$ cat config.mk
export PLATFORM = sky130hd
export DESIGN_NAME = rotator_arbiter_flat
export DESIGN_NICKNAME = d
export VERILOG_FILES = /design/src/rtl/rotator_pkg.sv /design/src/rtl/rotator_arbiter_if.sv /design/src/rtl/right_rotator.sv /design/src/rtl/rotator_arbiter.sv /design/src/flat_wrapper.sv
export SDC_FILE = /design/constraint.sdc
export NUM_CORES = 1
export LEC_CHECK = 0
export ABC_AREA = 1
export BUFFER_PORTS_ARGS = -buffer_cell sky130_fd_sc_hd__buf_2
export CAP_MARGIN = 20
export CORE_UTILIZATION = 57
export DETAILED_ROUTE_END_ITERATION = 10
export PLACE_DENSITY = 0.86
export SLEW_MARGIN = 0
export SYNTH_ARGS = -nofsm -noshare
export SYNTH_HDL_FRONTEND = slang
export SYNTH_SLANG_ARGS = --single-unit
$ cat constraint.sdc
create_clock -name clk -period 2.4 [get_ports clk]
set_input_delay 0.12 -clock clk [delete_from_list [all_inputs] [get_ports clk]]
set_output_delay 0.12 -clock clk [all_outputs]
set_load 0.01 [all_outputs]
$ cat src/rtl/rotator_pkg.sv
// Shared types and constants for the rotator arbiter slice.
// Optional feature macro: ROT_LEFT_EN (per-requester left-rotate direction).
package rotator_pkg;

  localparam int unsigned DATA_W = 8;
  localparam int unsigned AMT_W  = 3;

  typedef logic [DATA_W-1:0] data_t;
  typedef logic [AMT_W-1:0]  amt_t;

  // IDLE: output register empty, HOLD: output register full
  typedef enum logic {
    IDLE = 1'b0,
    HOLD = 1'b1
  } state_e;

  // A left rotate by n equals a right rotate by (DATA_W - n) mod DATA_W
  function automatic amt_t left_to_right_amt(input amt_t amt);
    return amt_t'(0) - amt;
  endfunction

endpackage

$ cat src/rtl/rotator_arbiter_if.sv
// Handshake bundle between two requesters, the arbiter and the result consumer.
// Optional feature macro: ROT_LEFT_EN adds req0_left/req1_left.
interface rotator_arbiter_if import rotator_pkg::*; ();

  logic [1:0] req_valid;
  logic [1:0] req_ready;
  data_t      req0_data;
  data_t      req1_data;
  amt_t       req0_amt;
  amt_t       req1_amt;
`ifdef ROT_LEFT_EN
  logic       req0_left;
  logic       req1_left;
`endif
  logic       out_valid;
  logic       out_ready;
  data_t      out_data;
  logic       out_id;

  // Requesters and consumer side
  modport master (
`ifdef ROT_LEFT_EN
    output req0_left, req1_left,
`endif
    output req_valid, req0_data, req1_data, req0_amt, req1_amt, out_ready,
    input  req_ready, out_valid, out_data, out_id
  );

  // Arbiter side
  modport slave (
`ifdef ROT_LEFT_EN
    input  req0_left, req1_left,
`endif
    input  req_valid, req0_data, req1_data, req0_amt, req1_amt, out_ready,
    output req_ready, out_valid, out_data, out_id
  );

endinterface

$ cat src/rtl/right_rotator.sv
// Combinational 8-bit right rotator shared by both requesters.
module right_rotator import rotator_pkg::*; (
  input  data_t data_i,
  input  amt_t  amt_i,
  output data_t data_o
);

  // Select the rotated operand for the requested amount
  always_comb begin
    data_o = data_i;
    unique case (amt_i)
      3'd0: data_o = data_i;
      3'd1: data_o = {data_i[0],   data_i[7:1]};
      3'd2: data_o = {data_i[1:0], data_i[7:2]};
      3'd3: data_o = {data_i[2:0], data_i[7:3]};
      3'd4: data_o = {data_i[3:0], data_i[7:4]};
      3'd5: data_o = {data_i[4:0], data_i[7:5]};
      3'd6: data_o = {data_i[5:0], data_i[7:6]};
      3'd7: data_o = {data_i[6:0], data_i[7]};
      default: data_o = data_i;
    endcase
  end

endmodule

$ cat src/rtl/rotator_arbiter.sv
// Two-requester arbiter in front of one shared right-rotate datapath with a
// single-entry output register (latency 1, one result per cycle sustained).
// Optional feature macro: ROT_LEFT_EN (per-requester left-rotate direction).
module rotator_arbiter import rotator_pkg::*; #(
  parameter bit RR_EN = 1'b1
) (
  input  logic              clk,
  input  logic              rst_n,
  rotator_arbiter_if.slave  bus
);

  state_e     state_q;
  logic       ptr_q;
  logic       out_valid_q;
  data_t      out_data_q;
  logic       out_id_q;

  logic       can_accept;
  logic       sel;
  logic [1:0] grant;
  logic       accept;
  data_t      rot_in;
  amt_t       rot_amt;
  data_t      rot_out;

  // Grant selection: single requester wins outright, contention resolved by
  // the pointer (round-robin) or requester 0 (fixed priority); no grant in reset
  always_comb begin
    can_accept = rst_n && ((state_q == IDLE) || ((state_q == HOLD) && bus.out_ready));
    sel        = 1'b0;
    unique case (bus.req_valid)
      2'b10:   sel = 1'b1;
      2'b11:   sel = RR_EN ? ptr_q : 1'b0;
      default: sel = 1'b0;
    endcase
    grant = '0;
    if (can_accept && bus.req_valid[sel]) begin
      grant[sel] = 1'b1;
    end
    accept = |grant;
  end

  // Operand steering into the shared datapath
  always_comb begin
    rot_in  = sel ? bus.req1_data : bus.req0_data;
    rot_amt = sel ? bus.req1_amt  : bus.req0_amt;
`ifdef ROT_LEFT_EN
    if (sel ? bus.req1_left : bus.req0_left) begin
      rot_amt = left_to_right_amt(rot_amt);
    end
`endif
  end

  right_rotator u_rot (
    .data_i (rot_in),
    .amt_i  (rot_amt),
    .data_o (rot_out)
  );

  // Output-register FSM with registered result, id and priority pointer
  always_ff @(posedge clk or negedge rst_n) begin
    if (!rst_n) begin
      state_q     <= IDLE;
      out_valid_q <= 1'b0;
      out_data_q  <= '0;
      out_id_q    <= 1'b0;
      ptr_q       <= 1'b0;
    end else begin
      if (accept) begin
        out_data_q <= rot_out;
        out_id_q   <= sel;
        ptr_q      <= ~sel;
      end
      unique case (state_q)
        IDLE: begin
          if (accept) begin
            state_q     <= HOLD;
            out_valid_q <= 1'b1;
          end
        end
        HOLD: begin
          // accept in HOLD implies out_ready, so the old result leaves as the new one lands
          if (!accept && bus.out_ready) begin
            state_q     <= IDLE;
            out_valid_q <= 1'b0;
          end
        end
        default: begin
          state_q     <= IDLE;
          out_valid_q <= 1'b0;
        end
      endcase
    end
  end

  assign bus.req_ready = grant;
  assign bus.out_valid = out_valid_q;
  assign bus.out_data  = out_data_q;
  assign bus.out_id    = out_id_q;

endmodule

$ cat src/flat_wrapper.sv
// flat-port wrapper written by rule: the top's interface ports become plain ports
module rotator_arbiter_flat import rotator_pkg::*;
#(
  parameter bit RR_EN = 1'b1
)
  (clk, rst_n, bus_req_valid, bus_req0_data, bus_req1_data, bus_req0_amt, bus_req1_amt, bus_out_ready, bus_req_ready, bus_out_valid, bus_out_data, bus_out_id);
  rotator_arbiter_if bus_i ();
  input  logic clk;
  input  logic rst_n;
  input wire logic [$bits(bus_i.req_valid)-1:0] bus_req_valid;
  input wire logic [$bits(bus_i.req0_data)-1:0] bus_req0_data;
  input wire logic [$bits(bus_i.req1_data)-1:0] bus_req1_data;
  input wire logic [$bits(bus_i.req0_amt)-1:0] bus_req0_amt;
  input wire logic [$bits(bus_i.req1_amt)-1:0] bus_req1_amt;
  input wire logic [$bits(bus_i.out_ready)-1:0] bus_out_ready;
  output wire logic [$bits(bus_i.req_ready)-1:0] bus_req_ready;
  output wire logic [$bits(bus_i.out_valid)-1:0] bus_out_valid;
  output wire logic [$bits(bus_i.out_data)-1:0] bus_out_data;
  output wire logic [$bits(bus_i.out_id)-1:0] bus_out_id;
  assign bus_i.req_valid = bus_req_valid;
  assign bus_i.req0_data = bus_req0_data;
  assign bus_i.req1_data = bus_req1_data;
  assign bus_i.req0_amt = bus_req0_amt;
  assign bus_i.req1_amt = bus_req1_amt;
  assign bus_i.out_ready = bus_out_ready;
  assign bus_req_ready = bus_i.req_ready;
  assign bus_out_valid = bus_i.out_valid;
  assign bus_out_data = bus_i.out_data;
  assign bus_out_id = bus_i.out_id;
  rotator_arbiter #(.RR_EN(RR_EN)) u_core (.clk(clk), .rst_n(rst_n), .bus(bus_i));
endmodule
==> impl_metrics.env <==
export IMPL_status="finished clean"
export IMPL_leakage_nw=0.9740
export IMPL_slew_headroom_pct=43.52
export IMPL_rows=17
export IMPL_fin_skew_ps=0.7523
export IMPL_worst_r2r_path_depth=12
export IMPL_startpoint_type="register"
export IMPL_tns_ps=0
export IMPL_die_area_um2=2677
export IMPL_fin_ws_ps=509.0
export IMPL_gr_total_overflow=0
export IMPL_synth_area_um2=1410
export IMPL_grt_antenna_before_repair=0
export IMPL_arrival_ps=2060
export IMPL_ios=39
export IMPL_clk_path_buf_depth=2
export IMPL_placed_cell_area_um2=1593
export IMPL_synth_cells=245
export IMPL_fin_cells=303
export IMPL_clock_fmax_ghz=0.5288
export IMPL_cts_root_buffer="clkbuf_4"
export IMPL_cp_end_kind="register"
export IMPL_hpwlAfterDp_um=2619
export IMPL_h_tree_depth=1
export IMPL_port_buffers=38
export IMPL_die_y_um=51.74
export IMPL_holdWs_ps=130.6
export IMPL_min_period_ps=1891
export IMPL_worstPathMaxFanout=20
export IMPL_dr_max_layer_used="met4"
export IMPL_ys_seq_area_share_pct=21.30
export IMPL_final_setup_viol_count=0
export IMPL_r2r_end="u_core.bus.out_data[1]"
export IMPL_final_layout_size_suffix_gt1_share_pct=21.45
export IMPL_core_um2=2276
export IMPL_timing_rr_start="u_core.ptr_q"
export IMPL_hold_viol_final=0
export IMPL_grtUsageTotal_pct=31.25
export IMPL_cts_hold_buf=1
export IMPL_slew_violations=0
export IMPL_vdd_drop_max_v=0.0006550
export IMPL_met1Wirelength_um=1671
export IMPL_die_w_um=51.74
export IMPL_drc_errors=0
export IMPL_p_total_mw=0.8996
export IMPL_drtPass1Iterations=5
export IMPL_ys_types=18
export IMPL_r2r_slack_ps=510
export IMPL_grt_first_pass_wirelength_um=6341
export IMPL_cts_resized=0
export IMPL_avgSynthCellArea_um2=5.756
export IMPL_period_share_pct=78.79
export IMPL_post_place_ws_ps=544.2
export IMPL_ys_warnings_count=0
export IMPL_start_util_pct=61.96
export IMPL_cts_setup_buffers=0
export IMPL_tightest_slew_ps=844.7
export IMPL_powerDensity_nw_per_um2=548.8
export IMPL_dp_cells=298
export IMPL_gp_congestion=0.8923
export IMPL_synthesis_nets=272
export IMPL_cts_sinks=12
export IMPL_grt_max_degree=33
export IMPL_fillers=212
export IMPL_postRouteAntennaNets=0
export IMPL_vias=1755
export IMPL_required_ps=2570
export IMPL_final_area_um2=1639
export IMPL_worstHoldEndpoint="u_core.state_q"
export IMPL_detail_route_wirelength_um=3828
export IMPL_vias_per_cell=5.792
export IMPL_tritoncts="done"
export IMPL_met3_length_um=336
export IMPL_syn2layout_area_growth_pct=16.24
export IMPL_ys_ff_latch=12
export IMPL_grt_pass1_vias=1403
export IMPL_insertion_delay_ps=270
export IMPL_wl_per_cell_um=12.63
export IMPL_min_path_cells=4
export IMPL_diodes=0
export IMPL_cap_violations=0
export IMPL_clk_pin_slew_ps=70
export IMPL_drtIter0Drc=110
export IMPL_hold_path_class="input port to register"
export IMPL_routed_wl_met2_um=1779
export IMPL_utilization_pct=72.02
export IMPL_crit_type="register to register"
export IMPL_rsz0062_at_grt="false"
export IMPL_cts_buffers=3
export IMPL_num_nets_final=303
export IMPL_min_from="bus_out_ready"
## cells in the mapped netlist
cell	count	share of area, %
nand4_1	48	21
nand3b_1	1	0.53
inv_1	6	1.6
nor2_8	1	1.4
nor2_1	34	9.1
inv_2	1	0.27
nand2_1	89	24
a21oi_1	2	0.71
nand2_4	1	0.80
nand2_2	6	2.7
buf_2	17	6.0
clkbuf_1	1	0.27
o211ai_2	1	0.89
dfrtp_1	12	21
buf_4	1	0.53
o21ai_0	2	0.71
buf_6	1	0.80
nand3_1	21	7.5
## layer usage
| layer | track usage, % | vias to the layer above |
|---|---|---|
| met5 | 0 | - |
| met4 | 7.658 | 0 |
| met3 | 4.971 | 6 |
| met2 | 48.70 | 91 |
| met1 | 44.89 | 753 |
| li1 | - | 905 |
## worst max-delay path by stage
stage	startpoint	to	slack (ps)	depth (start not counted)
floorplan	u_core.ptr_q	u_core.bus.out_data[3]	950	13
global placement	u_core.ptr_q	u_core.bus.out_data[4]	580	12
detailed placement	u_core.ptr_q	u_core.bus.out_data[4]	540	12
CTS	u_core.ptr_q	u_core.bus.out_data[4]	540	12
global route	u_core.ptr_q	u_core.bus.out_data[5]	300	12
finish	u_core.ptr_q	u_core.bus.out_data[1]	510	12
## cell type report
class / instances / area (um^2) / share of cell area, %
Clock buffer: 4 / 36.28 / 2.214
Inverter: 7 / 26.28 / 1.603
Multi-Input combinational cell: 206 / 975.9 / 59.54
Sequential cell: 12 / 300.3 / 18.32
Tap cell: 28 / 35.03 / 2.137
Timing Repair Buffer: 46 / 265.3 / 16.18
## cells by family (layout without fill, tap and decap cells)
group	Yosys count	after routing	synth area share, %
AND/OR/NAND/NOR	201	201	66.90
buffers and inverters	27	57	9.494
flip-flops	12	12	21.30
AO/OA/AOI/OAI	5	5	2.307
## layout by cell type (no fill, tap or decap), types with 3 or more instances in the layout
cell type,count
inv_1,6
buf_2,38
nor2_1,34
nand3_1,21
clkbuf_4,3
nand4_1,48
dfrtp_1,12
nand2_1,89
nand2_2,6
buf_4,6
## critical path, cell delays in order (launching register included)
cell     delay, ps
dfrtp_1        320
inv_1           50
nand2_2        200
nand2_2        130
nand2_1        100
nand2_2        240
buf_4          260
nand4_1         90
nand2_1         70
nor2_1         130
nand2_1         70
nand2_1         70
nand2_1         50
## state kept, by name (all words and copies together), names as in the netlist
name                  cells
u_core.bus.out_data       8
u_core.bus.out_id         1
u_core.bus.out_valid      1
u_core.ptr_q              1
u_core.state_q            1
## power breakdown
group	switching [mW]	internal, mW	leakage [nW]
Sequential	0.0251	0.252	0.149
Combinational	0.307	0.157	0.804
Clock	0.0670	0.0922	0.0210
Total	0.399	0.501	0.974
(Power assumes the default switching activity.)
